`config.mk`:
```
export PLATFORM = sky130hd
export DESIGN_NAME = fb_frame_sequencer
export DESIGN_NICKNAME = d
export VERILOG_FILES = /design/src/rtl/fb_frame_sequencer.sv
export SDC_FILE = /design/constraint.sdc
export NUM_CORES = 1
export LEC_CHECK = 0
export ABC_AREA = 1
export CAP_MARGIN = 20
export CORE_ASPECT_RATIO = 1.25
export CORE_MARGIN = 3
export CORE_UTILIZATION = 39
export DETAILED_ROUTE_END_ITERATION = 10
export GPL_TIMING_DRIVEN = 0
export PLACE_DENSITY = 0.66
export SYNTH_ARGS = -nofsm -noshare
export SYNTH_HDL_FRONTEND = slang
export SYNTH_SLANG_ARGS = --single-unit
```
`constraint.sdc`:
```
create_clock -name CLK -period 2.6 [get_ports CLK]
set_clock_uncertainty 0.2 [all_clocks]
set_input_delay 0.39 -clock CLK [delete_from_list [all_inputs] [get_ports CLK]]
set_output_delay 0.39 -clock CLK [all_outputs]
set_load 0.05 [all_outputs]
```
`src/rtl/fb_frame_sequencer.sv`:
```
// Frame-level controller for the double-buffered framebuffer: clears the back buffer,
// forwards renderer writes, and pulses SEL_CLK at vertical blank to swap buffers.
module fb_frame_sequencer #(
    parameter int DATA_WIDTH  = 4,
    parameter int ADDR_WIDTH  = 16,
    parameter int PIXELS      = 64000,
    parameter int CLEAR_COLOR = 0
) (
    input  logic                  CLK,
    input  logic                  RESET,
    input  logic                  VSYNC_START,
    input  logic                  render_req,
    input  logic [ADDR_WIDTH-1:0] render_addr,
    input  logic [DATA_WIDTH-1:0] render_data,
    input  logic                  render_done,
    output logic                  render_start,
    output logic                  render_ready,
    output logic                  SEL_CLK,
    output logic                  RENDER_EN,
    output logic [ADDR_WIDTH-1:0] RENDER_INDEX,
    output logic [DATA_WIDTH-1:0] FB_IN,
    output logic [7:0]            frame_count,
    output logic [7:0]            late_frames,
    output logic                  addr_err
);

    localparam logic [ADDR_WIDTH:0]   PIX_LIMIT = (ADDR_WIDTH+1)'(PIXELS);
    localparam logic [ADDR_WIDTH-1:0] LAST_ADDR = ADDR_WIDTH'(PIXELS - 1);
    localparam logic [DATA_WIDTH-1:0] CLR_VAL   = DATA_WIDTH'(CLEAR_COLOR);

    typedef enum logic [2:0] {
        S_IDLE,
        S_CLEAR,
        S_RENDER,
        S_WAIT_VS,
        S_SWAP
    } state_t;

    state_t                  state_reg, state_next;
    logic [ADDR_WIDTH-1:0]   cnt_reg, cnt_next;
    logic                    start_reg, start_next;
    logic                    ready_reg, ready_next;
    logic                    sel_clk_reg, sel_clk_next;
    logic                    en_reg, en_next;
    logic [ADDR_WIDTH-1:0]   index_reg, index_next;
    logic [DATA_WIDTH-1:0]   data_reg, data_next;
    logic [7:0]              frame_reg, frame_next;
    logic [7:0]              late_reg, late_next;
    logic                    err_reg, err_next;
    logic                    addr_ok;

    assign addr_ok = ({1'b0, render_addr} < PIX_LIMIT);

    always_comb begin
        state_next   = state_reg;
        cnt_next     = cnt_reg;
        start_next   = 1'b0;
        sel_clk_next = 1'b0;
        en_next      = 1'b0;
        index_next   = '0;
        data_next    = '0;
        frame_next   = frame_reg;
        late_next    = late_reg;
        err_next     = err_reg;

        case (state_reg)
            S_IDLE, S_SWAP: begin
                // Outputs are registered, so the first clear write is set up on entry
                state_next = S_CLEAR;
                cnt_next   = '0;
                en_next    = 1'b1;
                data_next  = CLR_VAL;
            end
            S_CLEAR: begin
                if (VSYNC_START && late_reg != 8'hFF)
                    late_next = late_reg + 8'd1;
                if (cnt_reg == LAST_ADDR) begin
                    state_next = S_RENDER;
                    start_next = 1'b1;
                end else begin
                    cnt_next   = cnt_reg + 1'b1;
                    en_next    = 1'b1;
                    index_next = cnt_reg + 1'b1;
                    data_next  = CLR_VAL;
                end
            end
            S_RENDER: begin
                if (VSYNC_START && late_reg != 8'hFF)
                    late_next = late_reg + 8'd1;
                if (render_req) begin
                    if (addr_ok) begin
                        en_next    = 1'b1;
                        index_next = render_addr;
                        data_next  = render_data;
                    end else begin
                        err_next = 1'b1;
                    end
                end
                if (render_done)
                    state_next = S_WAIT_VS;
            end
            S_WAIT_VS: begin
                if (VSYNC_START) begin
                    state_next   = S_SWAP;
                    sel_clk_next = 1'b1;
                    frame_next   = frame_reg + 8'd1;
                end
            end
            default: state_next = S_IDLE;
        endcase

        ready_next = (state_next == S_RENDER);
    end

    always_ff @(posedge CLK or posedge RESET) begin
        if (RESET) begin
            state_reg   <= S_IDLE;
            cnt_reg     <= '0;
            start_reg   <= 1'b0;
            ready_reg   <= 1'b0;
            sel_clk_reg <= 1'b0;
            en_reg      <= 1'b0;
            index_reg   <= '0;
            data_reg    <= '0;
            frame_reg   <= '0;
            late_reg    <= '0;
            err_reg     <= 1'b0;
        end else begin
            state_reg   <= state_next;
            cnt_reg     <= cnt_next;
            start_reg   <= start_next;
            ready_reg   <= ready_next;
            sel_clk_reg <= sel_clk_next;
            en_reg      <= en_next;
            index_reg   <= index_next;
            data_reg    <= data_next;
            frame_reg   <= frame_next;
            late_reg    <= late_next;
            err_reg     <= err_next;
        end
    end

    // SEL_CLK clocks the framebuffer, so it comes straight from its flop
    assign SEL_CLK      = sel_clk_reg;
    assign render_start = start_reg;
    assign render_ready = ready_reg;
    assign RENDER_EN    = en_reg;
    assign RENDER_INDEX = index_reg;
    assign FB_IN        = data_reg;
    assign frame_count  = frame_reg;
    assign late_frames  = late_reg;
    assign addr_err     = err_reg;

endmodule
```
After elaboration in Yosys (flattened, before gate mapping)
Cells that the tools add are included.
{"block": "op_classes", "magnitude_cmp": 1, "eq_ne": 8, "n_bitwise": 1, "n_reduce_logical": 9, "mux": 21, "addsub": 3}
{"op": "16-bit two-way mux", "count": 4}
{"op": "16-bit one-hot mux with 2 select lines", "count": 2}
{"op": "16-bit by 1-bit adder with 16-bit output, second input constant", "count": 1}
{"op": "8-bit by 1-bit adder with 8-bit output, second input constant", "count": 2}
{"op": "16-bit equality test, second input constant", "count": 1}
{"op": "16-bit less-than comparator, second input constant", "count": 1}
{"op": "4-bit two-way mux", "count": 3}
{"op": "3-bit one-hot mux with 4 select lines", "count": 1}
{"op": "3-bit by 2-bit equality test with 1-bit output, second input constant", "count": 3}
{"op": "3-bit two-way mux", "count": 3}
{"op": "8-bit != test, second input constant", "count": 1}
{"op": "1-bit two-way mux", "count": 7}
{"op": "2-bit AND reduction", "count": 3}
{"op": "2-bit OR reduction", "count": 2}
{"op": "3-bit by 1-bit equality test with 1-bit output, second input constant", "count": 1}
{"op": "3-bit equality test, second input constant", "count": 1}
{"op": "3-bit zero test", "count": 1}
{"op": "1-bit one-hot mux with 3 select lines", "count": 1}
{"op": "3-bit AND reduction", "count": 1}
{"op": "2-bit != test, second input constant", "count": 1}
{"op": "2-bit nonzero test", "count": 1}
{"op": "1-bit logical AND", "count": 1}
{"op": "1-bit inverter", "count": 1}
{"block": "word_totals", "out_inout_bits": 41, "wordCells": 54, "regBits": 60}

Depth between registers and ports, before layout
Gate-level depths: netlist of the first run.
{"block": "logic_depth", "word_depth": 4, "ltp_mapped": 9, "mapped_depth_nobuf": 9}

Worst setup path after synthesis of the first run
Ideal clock, no wire load.
{"block": "synth_timing", "path_kind": "register to register", "from": "register late_reg[0], in the netlist late_frames[0]", "to": "register late_reg[2], in the netlist late_frames[2]", "setup_time_ns": 0.083, "stages_incl_launch_ff": 7, "synth_period_minus_slack_ns": 1.759, "arrival_ns": 1.476, "setup_slack_ns": 0.841, "path_cell_list": "dfrtp_1 -> ha_1 -> nand4_1 -> nand3_1 -> buf_2 -> nand2_1 -> o21ai_0"}
{"block": "synth_via", "elab_chain_cells": 3, "elab_cells_between_ends": 4, "classes_between": "1 x add/sub; 1 x eq/ne; 2 x reduce/logical"}
{"element": "from (decl)", "line": "48", "source": "logic [7:0] late_reg, late_next;"}
{"element": "from (signal assigned)", "line": "138", "source": "late_reg <= late_next;"}
{"element": "branches (longest 3 deep; another with 8-bit by 1-bit adder with 8-bit output)"}
Parallel ways; which one is timed is not known.
A chain may end at the register's enable or synchronous reset.

Worst setup path in the final report of the first run
{"block": "layout_timing", "from": "register late_reg[3], in the netlist late_frames[3]", "to": "output late_frames[3]"}
{"element": "to (decl)", "line": "23", "source": "output logic [7:0] late_frames,"}
No word-level cell between the ends.

==> reports/qor.txt, run 1 <==
Layout area overhead = 33.3%
average size of a mapped cell = 8.13 sq um
Leak = 1.89 nW
startpoint types = flop
Final min period = 2210 ps
design area = 3810 sq um
Fmax achieved = 453 MHz
num ports = 66
number of global-route vias before repair = 2416
die height = 102 microns
largest net degree at the start of global routing = 38
Die X-Extent = 82.6 microns
VDD IR max = 0.524 mV
CP max stage cell = clkdlybuf4s50_1
core area = 7060 sq um
nets = 457
worst slack at placement = 422 ps
Synthesized Nets = 380
WS Path Type = reg -> out
max cap viols = 0
Placed Area = 3650 sq um
Worst Hold Class = in -> async
Slew Limit Fails = 0
IO Port Bufs = 65
CTS tree = done
most common cell after layout, fill and taps aside = nand2_1
routed len/inst = 12.4 microns
Routed WL = 6.51 mm
Post-DP HPWL = 4.80 mm
DR iter-0 viols = 99
top-area cell type share of the netlist area = 52.4%
Cells after Synth = 352
Worst path depth = 1
Yosys reg bits = 60
maximum buffer depth of the clock tree = 2
Cell Pwr Density = 832 nW/um^2
# hold bufs at CTS = 0
CTS clk-pin slew, worst paths = 60 ps
critical path fanouts, max = 6
CP Cell Sequence = clkdlybuf4s50_1
slowest stage delay, CP = 840 ps
distinct cell type count of the synthesized netlist = 26
CTS buffer count = 9
layout cells sized above 1 = 7.16%
Hold Fails Final Rpt = 0
Final Non-Filler Cells = 523
delay-heaviest family, CP = buffers and inverters
register area share after synthesis = 52.4%
first-pass GRT wire length = 11.1 mm
CP endpoint kind = output port
H-tree levels = 3
Yosys top cell by area = dfrtp_1
clock root cell = clkbuf_8
starting density of the core = 40.5%
routability cong. = 0.894
Slew HR = 59.5%
drt first pass iters = 4
n_diodes = 0
Worst-Skew Late Latency = 330 ps
site row count = 34
Setup-failing EPs final = 0
total die area = 8410 sq um
final setup TNS = 0 ps
initial antenna violation count = 0
post-cts sizing count = 0
Via density = 4.72
Crit path required time = 2010 ps
GRT Util Overall = 17.3%
antenna-violating nets left = 0
DR vias = 2471
gr ovfl total = 0
top post-synthesis cells by area = dfrtp_1 52%, nand2_1 16%, nand3_1 9.3%, inv_1 4.3%, nor2_1 4.3%
placed cell count = 508
commonest non-fill, non-tap cells in the layout = 120 x nand2_1, 65 x clkdlybuf4s50_1, 60 x dfrtp_1, 53 x nand3_1, 33 x nor2_1
Worst Tran Pin Value = 608 ps
final period utilization = 84.9%
Synth Warn # = 0
clock tree sinks = 60
mapped cell area = 2860 sq um
postcts setup bufs = 0
Worst Path Buf+Inv = 1
Critical Path AT = 1620 ps
Worst Reg-to-Reg Cells = 9
worst setup margin = 393 ps
worst hold slack = 218 ps
status = finished clean
RSZ-0062 raised after global routing = false
detailed-route DRC error count = 0
## kinds of logic (layout without fill, tap and decap cells)
logic type	Yosys count	after routing	synth area share [%]
XOR/XNOR	16	16	4.90
flip-flops	60	60	52.4
adder cells (fa/ha/maj)	3	3	1.31
AO/OA/AOI/OAI	12	12	2.88
AND/OR/NAND/NOR	220	220	32.6
buffers and inverters	41	122	5.81
## metrics by stage
step,power (mW),utilization (%)
2_1_floorplan,2.07,-
3_3_place_gp,2.44,51.3
3_5_place_dp,2.47,51.6
4_1_cts,3.22,54.0
5_1_grt,3.39,54.0
6_report,3.17,54.0
## worst paths after layout
check / start / to / slack [ps]
worst min-delay path: RESET / late_frames[4] / 220
max in group asynchronous: RESET / RENDER_EN / 1410
min in group CLK: addr_err / addr_err / 280
worst max-delay path: late_frames[3] / late_frames[3] / 390
worst max register to register: cnt_reg[0] / RENDER_INDEX[12] / 660
worst min register to register: addr_err / addr_err / 280
## per-layer routing
layer | vias up | GRT usage (%) | wire length (microns)
li1 | 1266 | - | -
met1 | 1143 | 22.9 | 2970
met2 | 52 | 25.9 | 3030
met3 | 10 | 4.80 | 384
met4 | 0 | 8.55 | 121
met5 | - | 0 | 0
## where the power goes
group          internal, mW  switching [mW]
sequential             1.10           0.146
clock                 0.390           0.339
combinational         0.403           0.793
total                  1.90            1.28
## layout make-up
type,count,area (sq um)
clock buffers,13,159
flip-flops and latches,60,1500
clock inverters,2,10.0
plain buffers,6,35.0
multi-input cells,251,1190
well taps,90,113
repair buffers,66,671
fillers,703,3250
inverters,35,131
## synth_stat cells, drive strengths merged
cell type / n
a31o: 1
o21bai: 2
o21a: 1
xnor2: 8
nor2: 37
clkinv: 1
inv: 34
nand3: 53
nand4: 5
nor3: 2
dfrtp: 60
nand2: 122
buf: 5
or2: 1
o21ai: 6
xor2: 8
ha: 3
a21oi: 2
clkbuf: 1
Note: power is estimated with default switching activity, not from simulation.
==> run 2: changes to the inputs <==
- PLACE_DENSITY: 0.66 -> 0.68
- clock period: 2.6 -> 1.92 ns (I/O delays scaled with it)
==> run 2 against run 1 <==
  * First-iteration DRC count grew 25%
  * Largest power group unchanged
  * Non-clock buffer count is 5 higher
  * Critical path depth grew 8
  * Critical path type is now reg -> reg
  * Clock-buffer cell count down 4
==> reports/qor.txt, run 2 (synthesized netlist as in run 1, its figures left out) <==
status = finished clean
core area = 7060 sq um (unchanged)
Final min period = 1860 ps
max cap viols = 0 (unchanged)
critical path fanouts, max = 10 (+4)
Psw = 1.82 mW (+43%)
Crit path required time = 1950 ps (-60 ps)
drt first pass iters = 4 (unchanged)
Routed WL = 6.65 mm (+2.2%)
H-tree levels = 3 (unchanged)
Leak = 2.08 nW (+10%)
CP max stage cell = dfrtp_1
nets = 462 (+1.1%)
gr ovfl total = 0 (unchanged)
CTS clk-pin slew, worst paths = 70 ps (about the same)
n_diodes = 0 (unchanged)
routed len/inst = 12.6 microns (+1.0%)
RSZ-0062 raised after global routing = true
CTS buffer count = 9 (unchanged)
routability cong. = 0.914 (+2.3%)
WS Path Type = reg -> reg
Critical R2R Launch = cnt_reg[0]
Die X-Extent = 82.6 microns (unchanged)
worst setup margin = 63.3 ps (-330 ps)
DR vias = 2492 (+0.85%)
Worst R2R End = RENDER_INDEX[9]
worst hold slack = 132 ps (-86.8 ps)
site row count = 34 (unchanged)
GRT Util Overall = 17.3% (-0.071 points)
num ports = 66 (unchanged)
R2R setup slack = 60 ps (-600 ps)
Via density = 4.71 (-0.29%)
Worst Tran Pin Value = 524 ps (-83.5 ps)
placed cell count = 508 (unchanged)
maximum buffer depth of the clock tree = 2 (unchanged)
switching share of total power = 40.0% (-0.22 points)
layout cells sized above 1 = 9.57% (+2.4 points)
CP endpoint kind = flop
initial antenna violation count = 0 (unchanged)
Setup crit start = cnt_reg[0]
total die area = 8410 sq um (unchanged)
first-pass GRT wire length = 10.9 mm (-1.7%)
number of global-route vias before repair = 2353 (-2.6%)
Worst Path Buf+Inv = 1 (unchanged)
die height = 102 microns (unchanged)
IO Port Bufs = 65 (unchanged)
Slew Limit Fails = 0 (unchanged)
Final Non-Filler Cells = 529 (+1.1%)
Slew HR = 65.1% (+5.6 points)
final period utilization = 96.7%
detailed-route DRC error count = 0 (unchanged)
Critical Path AT = 1880 ps (+260 ps)
VDD IR max = 0.885 mV (+69%)
slowest stage delay, CP = 440 ps (-400 ps)
Post-DP HPWL = 4.86 mm (+1.1%)
CP Cell Sequence = ha_4 -> nand2_1 -> nor2_4 -> nand2_2 -> nor2_4 -> nor2_1 -> buf_4 -> nand3_1 -> nand2_1
Comb pwr share = 34.8% (-2.9 points)
worst slack at placement = -208 ps (-630 ps)
Hold Fails Final Rpt = 0 (unchanged)
antenna-violating nets left = 0 (unchanged)
startpoint types = flop
Worst Reg-to-Reg Cells = 9 (unchanged)
clock root cell = clkbuf_8
delay-heaviest family, CP = simple AND/OR/NAND/NOR gates
# hold bufs at CTS = 0 (unchanged)
DR iter-0 viols = 124 (+25%)
Internal = 2.73 mW (+44%)
power share of the sequential group = 37.3% (-2.0 points)
Fmax achieved = 539 MHz
Cell Pwr Density = 1170 nW/um^2 (+41%)
starting density of the core = 40.5% (unchanged)
commonest non-fill, non-tap cells in the layout = 120 x nand2_1, 59 x dfrtp_1, 53 x nand3_1, 41 x dlygate4sd2_1
Worst Hold Class = in -> async
Setup-failing EPs final = 0 (unchanged)
clock share of power = 27.9% (+4.9 points)
Layout area overhead = 35.9%
Worst-Skew Late Latency = 350 ps (+20 ps)
largest net degree at the start of global routing = 39 (+2.6%)
most common cell after layout, fill and taps aside = nand2_1
clock tree sinks = 60 (unchanged)
CTS tree = done
==> run 2: changes by cell type in the layout (fill, tap and decap cells not counted), moves of 3 or more <==
cell,delta
buf_4,+6
clkdlybuf4s50_1,-41
clkinv_4,+3
clkinvlp_4,+3
dlygate4sd2_1,+41
==> run 2: power by group through the flow <==
stage / Clock (mW) / Sequential [mW] / Combinational [mW]
floorplan: 0 / 2.20 / 0.607
global placement: 0 / 1.71 / 1.61
detailed placement: 0 / 1.71 / 1.64
CTS: 1.30 / 1.69 / 1.54
global route: 1.37 / 1.74 / 1.73
finish: 1.27 / 1.70 / 1.58
==> run 2: final cells by class <==
cell class,count,area (sq um)
Clock buffer,9,124
Multi-Input combinational cell,251,1220
Sequential cell,60,1500
Fill cell,715,3170
Tap cell,90,113
Timing Repair Buffer,71,657
Inverter,35,135
Buffer,6,37.5
Clock inverter,7,101
==> run 2: how the worst max path moves through the flow <==
stage / cells past startpoint / endpoint / slack (ps)
global route: 9 / RENDER_INDEX[12] / -20
CTS: 9 / RENDER_INDEX[9] / 30
global placement: 6 / RENDER_INDEX[5] / -150
detailed placement: 6 / RENDER_INDEX[14] / -210
floorplan: 6 / late_frames[2] / 160
finish: 9 / RENDER_INDEX[9] / 60
==> run 2: routing by layer <==
layer,vias to the layer above,GRT usage (%),wire length (microns)
li1,1271,-,-
met1,1148,21.1,2880
met2,63,27.1,3220
met3,10,6.05,445
met4,0,8.05,107
met5,-,0,0
==> run 2: metrics by stage <==
step           instance area [sq um]  total power [mW]  utilization, %  setup TNS, ps
2_1_floorplan                   2870              2.80               -              0
3_3_place_gp                    3630              3.31            51.4          -2470
3_5_place_dp                    3650              3.35            51.7          -1800
4_1_cts                         3830              4.53            54.2              0
5_1_grt                         3890              4.84            55.1          -35.9
6_report                        3890              4.56            55.1              0
==> run 2: repair_timing <==
action,CTS,global route
pin swaps,0,1
gates resized for setup,42,6
buffers inserted,0,5
endpoints found under the setup margin,48,31
